**src/rtl/ntt_coeff_loader_pkg.sv**
```systemverilog
// Shared definitions for the NTT front end: default sizing, the modulus and
// its inverse-size constant, FSM state encodings, and the bit-reverse index
// helper shared with the twiddle factor generator.
package ntt_coeff_loader_pkg;

  localparam int unsigned NTT_N    = 17;     // coefficient width in bits
  localparam int unsigned NTT_D    = 16;     // coefficients per frame
  localparam int unsigned NTT_Q    = 65537;  // modulus, 2^N < 2*Q
  localparam int unsigned NTT_NINV = 61441;  // D^-1 mod Q for D = 16

  // Fill side: collecting coefficients, or holding a complete frame.
  typedef enum logic [0:0] {
    FILL_S = 1'b0,
    FULL_S = 1'b1
  } fill_state_e;

  // Hold side: no frame presented, or a frame held for the unit.
  typedef enum logic [0:0] {
    IDLE_S = 1'b0,
    HOLD_S = 1'b1
  } hold_state_e;

  // Reverse the low nbits of k (k = 1 with nbits = 4 gives 8).
  function automatic int unsigned bitrev_idx(input int unsigned k,
                                             input int unsigned nbits);
    int unsigned r;
    r = 32'd0;
    for (int unsigned b = 32'd0; b < nbits; b++) begin
      r = (r << 1) | ((k >> b) & 32'd1);
    end
    return r;
  endfunction

endpackage

```
**src/rtl/ntt_mod_reduce_single.sv**
```systemverilog
// Single conditional subtraction of Q. Valid for any input below 2*Q, which
// covers every N-bit value when 2^N < 2*Q. Purely combinational.
module ntt_mod_reduce_single
  import ntt_coeff_loader_pkg::*;
#(
  parameter int unsigned N = NTT_N,
  parameter int unsigned Q = NTT_Q
) (
  input  logic [N-1:0] i_x,
  output logic [N-1:0] o_y
);

  localparam logic [N:0] Q_EXT = (N+1)'(Q);

  logic [N:0] w_ext;
  logic [N:0] w_diff;
  logic       w_ge;
  logic [N:0] w_sel;
  logic       w_unused_msb;

  assign w_ext  = {1'b0, i_x};
  assign w_ge   = (w_ext >= Q_EXT);
  assign w_diff = w_ext - Q_EXT;

  // Pick the subtracted value only when the input reaches the modulus.
  always_comb begin
    w_sel = w_ext;
    if (w_ge) begin
      w_sel = w_diff;
    end else begin
      w_sel = w_ext;
    end
  end

  // The result is always below Q and fits in N bits; the top bit is dropped.
  assign o_y          = w_sel[N-1:0];
  assign w_unused_msb = w_sel[N];

endmodule

```
**src/rtl/ntt_coeff_loader.sv**
```systemverilog
// Coefficient loader for the parallel NTT/INTT unit.
// Reduces streamed coefficients into [0, Q), assembles D of them into a fill
// bank and swaps the complete bank onto the unit's frame bus, where it is
// held for HOLD_CYCLES while the next frame fills.
// Build option: define NTT_LOADER_BITREV_EN to store coefficient k in lane
// bitrev(k) instead of lane k; handshake and timing are unchanged.
module ntt_coeff_loader
  import ntt_coeff_loader_pkg::*;
#(
  parameter int unsigned N           = NTT_N,
  parameter int unsigned D           = NTT_D,
  parameter int unsigned Q           = NTT_Q,
  parameter int unsigned HOLD_CYCLES = $clog2(D)
) (
  input  logic           clk,
  input  logic           rst,
  input  logic           in_valid,
  input  logic [N-1:0]   in_data,
  input  logic           in_inv,
  output logic           in_ready,
  output logic [D*N-1:0] pu_a,
  output logic           pu_inv,
  output logic           pu_start,
  output logic           pu_busy,
  output logic           frame_done
);

  localparam int unsigned LOG2D = $clog2(D);
  localparam int unsigned CW    = LOG2D + 1;
  localparam int unsigned HW    = $clog2(HOLD_CYCLES + 1);

  localparam logic [CW-1:0] D_CNT    = CW'(D);
  localparam logic [CW-1:0] D_LAST   = CW'(D - 1);
  localparam logic [HW-1:0] HOLD_LD  = HW'(HOLD_CYCLES);
  localparam logic [HW-1:0] HOLD_ONE = HW'(1);

  // Fill side state
  fill_state_e     r_fill_state;
  fill_state_e     w_fill_state_nxt;
  logic [CW-1:0]   r_fill_cnt;
  logic [CW-1:0]   w_fill_cnt_nxt;
  logic            r_fill_inv;
  logic [N-1:0]    r_bank [0:D-1];

  // Hold side state
  hold_state_e     r_hold_state;
  hold_state_e     w_hold_state_nxt;
  logic [HW-1:0]   r_hold_cnt;
  logic [HW-1:0]   w_hold_cnt_nxt;

  // Presented frame
  logic [D*N-1:0]  r_pu_a;
  logic            r_pu_inv;
  logic            r_pu_start;

  // Datapath
  logic            w_xfer;
  logic            w_swap;
  logic [N-1:0]    w_red;
  logic [LOG2D-1:0] w_lane;
  logic [D*N-1:0]  w_bank_flat;

  ntt_mod_reduce_single #(
    .N (N),
    .Q (Q)
  ) u_reduce (
    .i_x (in_data),
    .o_y (w_red)
  );

  // Ready depends only on the registered fill count, never on in_valid.
  assign in_ready = (r_fill_cnt != D_CNT);
  assign w_xfer   = in_valid && in_ready;

  // A full bank moves out when the hold side is idle or in its last cycle.
  assign w_swap = (r_fill_cnt == D_CNT) &&
                  ((r_hold_cnt == '0) || (r_hold_cnt == HOLD_ONE));

  // Lane chosen for the coefficient being written this cycle.
  always_comb begin
    w_lane = '0;
`ifdef NTT_LOADER_BITREV_EN
    w_lane = LOG2D'(bitrev_idx(32'(r_fill_cnt[LOG2D-1:0]), LOG2D));
`else
    w_lane = r_fill_cnt[LOG2D-1:0];
`endif
  end

  // Fill side next state: count transfers up to D, clear on swap.
  always_comb begin
    w_fill_state_nxt = r_fill_state;
    w_fill_cnt_nxt   = r_fill_cnt;
    case (r_fill_state)
      FILL_S: begin
        if (w_xfer) begin
          w_fill_cnt_nxt = r_fill_cnt + CW'(1);
          if (r_fill_cnt == D_LAST) begin
            w_fill_state_nxt = FULL_S;
          end else begin
            w_fill_state_nxt = FILL_S;
          end
        end else begin
          w_fill_state_nxt = FILL_S;
        end
      end
      FULL_S: begin
        if (w_swap) begin
          w_fill_state_nxt = FILL_S;
          w_fill_cnt_nxt   = '0;
        end else begin
          w_fill_state_nxt = FULL_S;
        end
      end
      default: begin
        w_fill_state_nxt = FILL_S;
        w_fill_cnt_nxt   = '0;
      end
    endcase
  end

  // Hold side next state: load on swap, count down to idle otherwise.
  always_comb begin
    w_hold_state_nxt = r_hold_state;
    w_hold_cnt_nxt   = r_hold_cnt;
    case (r_hold_state)
      IDLE_S: begin
        if (w_swap) begin
          w_hold_state_nxt = HOLD_S;
          w_hold_cnt_nxt   = HOLD_LD;
        end else begin
          w_hold_state_nxt = IDLE_S;
          w_hold_cnt_nxt   = '0;
        end
      end
      HOLD_S: begin
        if (w_swap) begin
          w_hold_state_nxt = HOLD_S;
          w_hold_cnt_nxt   = HOLD_LD;
        end else if (r_hold_cnt == HOLD_ONE) begin
          w_hold_state_nxt = IDLE_S;
          w_hold_cnt_nxt   = '0;
        end else begin
          w_hold_state_nxt = HOLD_S;
          w_hold_cnt_nxt   = r_hold_cnt - HOLD_ONE;
        end
      end
      default: begin
        w_hold_state_nxt = IDLE_S;
        w_hold_cnt_nxt   = '0;
      end
    endcase
  end

  // State and counter registers for both sides.
  always_ff @(posedge clk) begin
    if (rst) begin
      r_fill_state <= FILL_S;
      r_fill_cnt   <= '0;
      r_hold_state <= IDLE_S;
      r_hold_cnt   <= '0;
    end else begin
      r_fill_state <= w_fill_state_nxt;
      r_fill_cnt   <= w_fill_cnt_nxt;
      r_hold_state <= w_hold_state_nxt;
      r_hold_cnt   <= w_hold_cnt_nxt;
    end
  end

  // Frame direction is taken from the first coefficient of each frame.
  always_ff @(posedge clk) begin
    if (rst) begin
      r_fill_inv <= 1'b0;
    end else if (w_xfer && (r_fill_cnt == '0)) begin
      r_fill_inv <= in_inv;
    end else begin
      r_fill_inv <= r_fill_inv;
    end
  end

  // Fill bank write; reset discards any partial frame.
  always_ff @(posedge clk) begin
    if (rst) begin
      for (int k = 0; k < D; k++) begin
        r_bank[k] <= '0;
      end
    end else if (w_xfer) begin
      r_bank[w_lane] <= w_red;
    end else begin
      r_bank[w_lane] <= r_bank[w_lane];
    end
  end

  // Pack the fill bank into the frame bus layout, lane k at [N*(k+1)-1:N*k].
  always_comb begin
    w_bank_flat = '0;
    for (int k = 0; k < D; k++) begin
      w_bank_flat[N*k +: N] = r_bank[k];
    end
  end

  // Presented frame registers: captured on swap, kept afterwards.
  always_ff @(posedge clk) begin
    if (rst) begin
      r_pu_a     <= '0;
      r_pu_inv   <= 1'b0;
      r_pu_start <= 1'b0;
    end else begin
      r_pu_start <= w_swap;
      if (w_swap) begin
        r_pu_a   <= w_bank_flat;
        r_pu_inv <= r_fill_inv;
      end else begin
        r_pu_a   <= r_pu_a;
        r_pu_inv <= r_pu_inv;
      end
    end
  end

  assign pu_a       = r_pu_a;
  assign pu_inv     = r_pu_inv;
  assign pu_start   = r_pu_start;
  assign pu_busy    = (r_hold_cnt != '0);
  assign frame_done = (r_hold_cnt == HOLD_ONE);

endmodule

```
**config.mk**
```make
export PLATFORM = sky130hd
export DESIGN_NAME = ntt_coeff_loader
export DESIGN_NICKNAME = d
export VERILOG_FILES = /design/src/rtl/ntt_coeff_loader_pkg.sv /design/src/rtl/ntt_mod_reduce_single.sv /design/src/rtl/ntt_coeff_loader.sv
export SDC_FILE = /design/constraint.sdc
export NUM_CORES = 1
export LEC_CHECK = 0
export BUFFER_PORTS_ARGS = -buffer_cell sky130_fd_sc_hd__buf_2
export CORE_ASPECT_RATIO = 1.25
export CORE_MARGIN = 8
export CORE_UTILIZATION = 40
export CTS_CLUSTER_SIZE = 24
export DETAILED_ROUTE_END_ITERATION = 8
export HOLD_SLACK_MARGIN = 0.1
export SYNTH_ARGS = -nofsm -noshare
export SYNTH_HDL_FRONTEND = slang
export SYNTH_SLANG_ARGS = --single-unit
```
**constraint.sdc**
```tcl
create_clock -name clk -period 6.02 [get_ports clk]
set_clock_uncertainty 0.2 [all_clocks]
set_input_delay 0.301 -clock clk [delete_from_list [all_inputs] [get_ports clk]]
set_output_delay 0.301 -clock clk [all_outputs]
set_load 0.02 [all_outputs]
```
==> flow_summary.json <==
{
  "ys_ff_latch": 557,
  "start_kind": "input pin",
  "io_pins": 298,
  "critical_path_arrival_ns": 3.96,
  "finalHoldViolCount": 0,
  "final_antenna_net_count": 0,
  "fillCellCount": 4586,
  "relSlewSlack": 0.1606,
  "io_buffers": 297,
  "first_pass_iters": 5,
  "vias": 14680,
  "die_h_um": 265.7,
  "outcome": "completed",
  "numCtsBuffers": 53,
  "die-width_um": 215.8,
  "multi_input_area_um2": 5664,
  "whs_ns": 0.1390,
  "vdd_drop_max_mv": 0.2080,
  "reg2reg_setup_slack_ns": 2.38,
  "antenna_cells": 0,
  "fin_setup_tns_ns": 0,
  "initial_core_util": 0.4048,
  "post-route-drc-count": 0,
  "design_area_um2": 23700,
  "layout_commonest_cell": "nand2_1",
  "slowest_delay_ns": 0.96,
  "fmax_ghz": 0.2527,
  "die-area_um2": 57340,
  "rr_endpoint": "r_fill_cnt[4]",
  "synthArstFlopShare": 0,
  "seqCellArea_um2": 13870,
  "grt_pass1_vias": 14420,
  "final_cell_mix": "563 x nand2_1, 296 x buf_2, 285 x dfxtp_1",
  "worst_slew_pin_slew_ns": 1.233,
  "clockBufferDepth": 3,
  "min_from": "in_data[7]",
  "dp.cells": 2770,
  "area_growth_pct": 18.73,
  "dominantRegCellSynth": "dfxtp_1",
  "powerDensity_nw_per_um2": 315.2,
  "synth_cell_type_count": 45,
  "final_layout_size_suffix_gt1_frac": 0.1855,
  "setup_violations": 0,
  "whs_endpoint": "r_bank[13][7]",
  "placed_area_um2": 22010,
  "maxSlewViolCount": 0,
  "cts_setup_buffers": 0,
  "seq_area_frac_synth": 0.6952,
  "cts.htree.levels": 2,
  "cts_resized": 0,
  "syn_area_per_cell_um2": 10.24,
  "period_needed_ns": 3.957,
  "cp_slowest_cell": "nand2b_1",
  "post_drt_wl_per_cell_um": 20.44,
  "core-area_um2": 49300,
  "crit_fanout": 126,
  "syn_nets": 1980,
  "final-instance-count-excl-fill": 2872,
  "first_iter_violations": 1102,
  "gr-usage-all-layers": 0.1978,
  "worstPathBufferInverterCount": 2,
  "reg2reg_from": "r_fill_cnt[0]",
  "ys_warn_count": 0,
  "hold_path_class": "in -> reg",
  "cpLargestDelayFamily": "simple AND/OR/NAND/NOR gates",
  "syn_area_um2": 19960,
  "place.detailed.hpwl_um": 35930,
  "gp_congestion": 0.8319,
  "worstSetupEndpointType": "flip-flop",
  "antenna_found_initial": 0,
  "clk_pin_slew_ns": 0.06,
  "synth_cells": 1949,
  "cp.required_ns": 6.03,
  "insertion_delay_ns": 0.60,
  "maxCapViolCount": 0,
  "grt_overflow": 0,
  "cts_tree": "built",
  "crit_chain": "dlygate4sd3_1 > buf_8 > nor2b_1 > nand4_1 > nand2b_1",
  "nets": 2209,
  "numClockSinks": 557,
  "cts-root-buf": "clkbuf_16",
  "synth_edf_count": 272,
  "path_class": "in -> reg",
  "grt_pass1_wl_um": 87770,
  "hold_depth": 3,
  "fin_crit_sh": 0.6572,
  "grt_max_degree": 177,
  "wl_um": 58700,
  "power_leakage_nw": 8.937,
  "rr_worst_depth": 8,
  "core.rowCount": 91,
  "vias_per_cell": 5.111,
  "rsz0062_at_grt": "false"
}
-- flip-flops by register name, indices dropped and copies added (netlist names) --
signal        cells
pu_a            272
r_bank          272
r_fill_cnt        5
r_hold_cnt        3
pu_inv            1
pu_start          1
r_fill_inv        1
r_fill_state      1
r_hold_state      1
-- cell type report --
class / count / area share
Clock buffer: 68 / 0.06094
Clock inverter: 30 / 0.008501
Inverter: 11 / 0.001743
Multi-Input combinational cell: 1243 / 0.2390
Sequential cell: 557 / 0.5855
Tap cell: 651 / 0.03438
Timing Repair Buffer: 312 / 0.06991
-- worst min-delay path, cell delays in order --
cell and delay (ns):
buf_2 0.13, a21oi_4 0.25, nor2_1 0.13
-- kinds of logic after synthesis --
family	share of synthesized area
xor+xnor	0.004263
compound gates	0.08100
flops	0.6952
fa+ha+maj	0.006270
mux	0.001755
buf+inv	0.02940
simple gates	0.1821
-- Yosys cell counts, types with 3 or more instances --
cell type,n,share of area
a211oi_1,7,0.0026
a21oi_1,282,0.071
a21oi_2,7,0.0031
buf_1,4,0.00075
buf_2,10,0.0025
clkbuf_1,121,0.023
dfxtp_1,285,0.29
edfxtp_1,272,0.41
ha_1,10,0.0063
inv_1,11,0.0021
nand2_1,563,0.11
nand2b_1,17,0.0053
nand3_1,13,0.0033
nand4_1,6,0.0019
nor2_1,284,0.053
nor2b_1,4,0.0013
nor3_1,5,0.0013
nor4_1,4,0.0013
or3_1,3,0.00094
or4_1,6,0.0023
xor2_1,4,0.0018
-- routing by layer --
layer / vias to the layer above / part of all wire / track usage
met1: 7108 / 0.42 / 0.2521
met2: 536 / 0.48 / 0.3251
met3: 126 / 0.065 / 0.03986
met4: 0 / 0.041 / 0.08438
met5: - / 0 / 0
li1: 6909 / - / -
-- worst max path at each step --
stage	from	slack [ns]	cells past startpoint	end
4_1_cts	rst	2.11	5	r_bank[12][16]
5_1_grt	rst	1.78	5	r_bank[12][16]
3_5_place_dp	rst	2.05	6	r_bank[3][10]
6_report	rst	2.06	5	r_bank[12][12]
3_3_place_gp	rst	1.98	6	r_bank[3][9]
2_1_floorplan	in_data[16]	3.31	7	r_bank[0][15]
-- stage by stage --
step                      power, mW  setup slack (ns)    util
after floorplan               4.253             3.305       -
after global placement        4.363             1.982  0.4464
after detailed placement      4.367             2.051  0.4464
after CTS                     7.546             2.114  0.4806
after global routing          7.693             1.782  0.4806
final                         7.469             2.063  0.4806
-- report_power, final --
part | total [mW] | leakage (nW) | internal [mW] | switching, mW
logic | 0.219 | 3.03 | 0.0344 | 0.184
clock network | 3.18 | 0.797 | 1.74 | 1.44
registers | 4.07 | 5.11 | 4.04 | 0.0251
-- timing repair --
action | 4_1_cts | 5_1_grt
endpoints found under the hold margin | 93 | 0
hold buffers | 4 | 0
endpoints found under the setup margin | 0 | 0
Power figures use the tool's default switching activity.
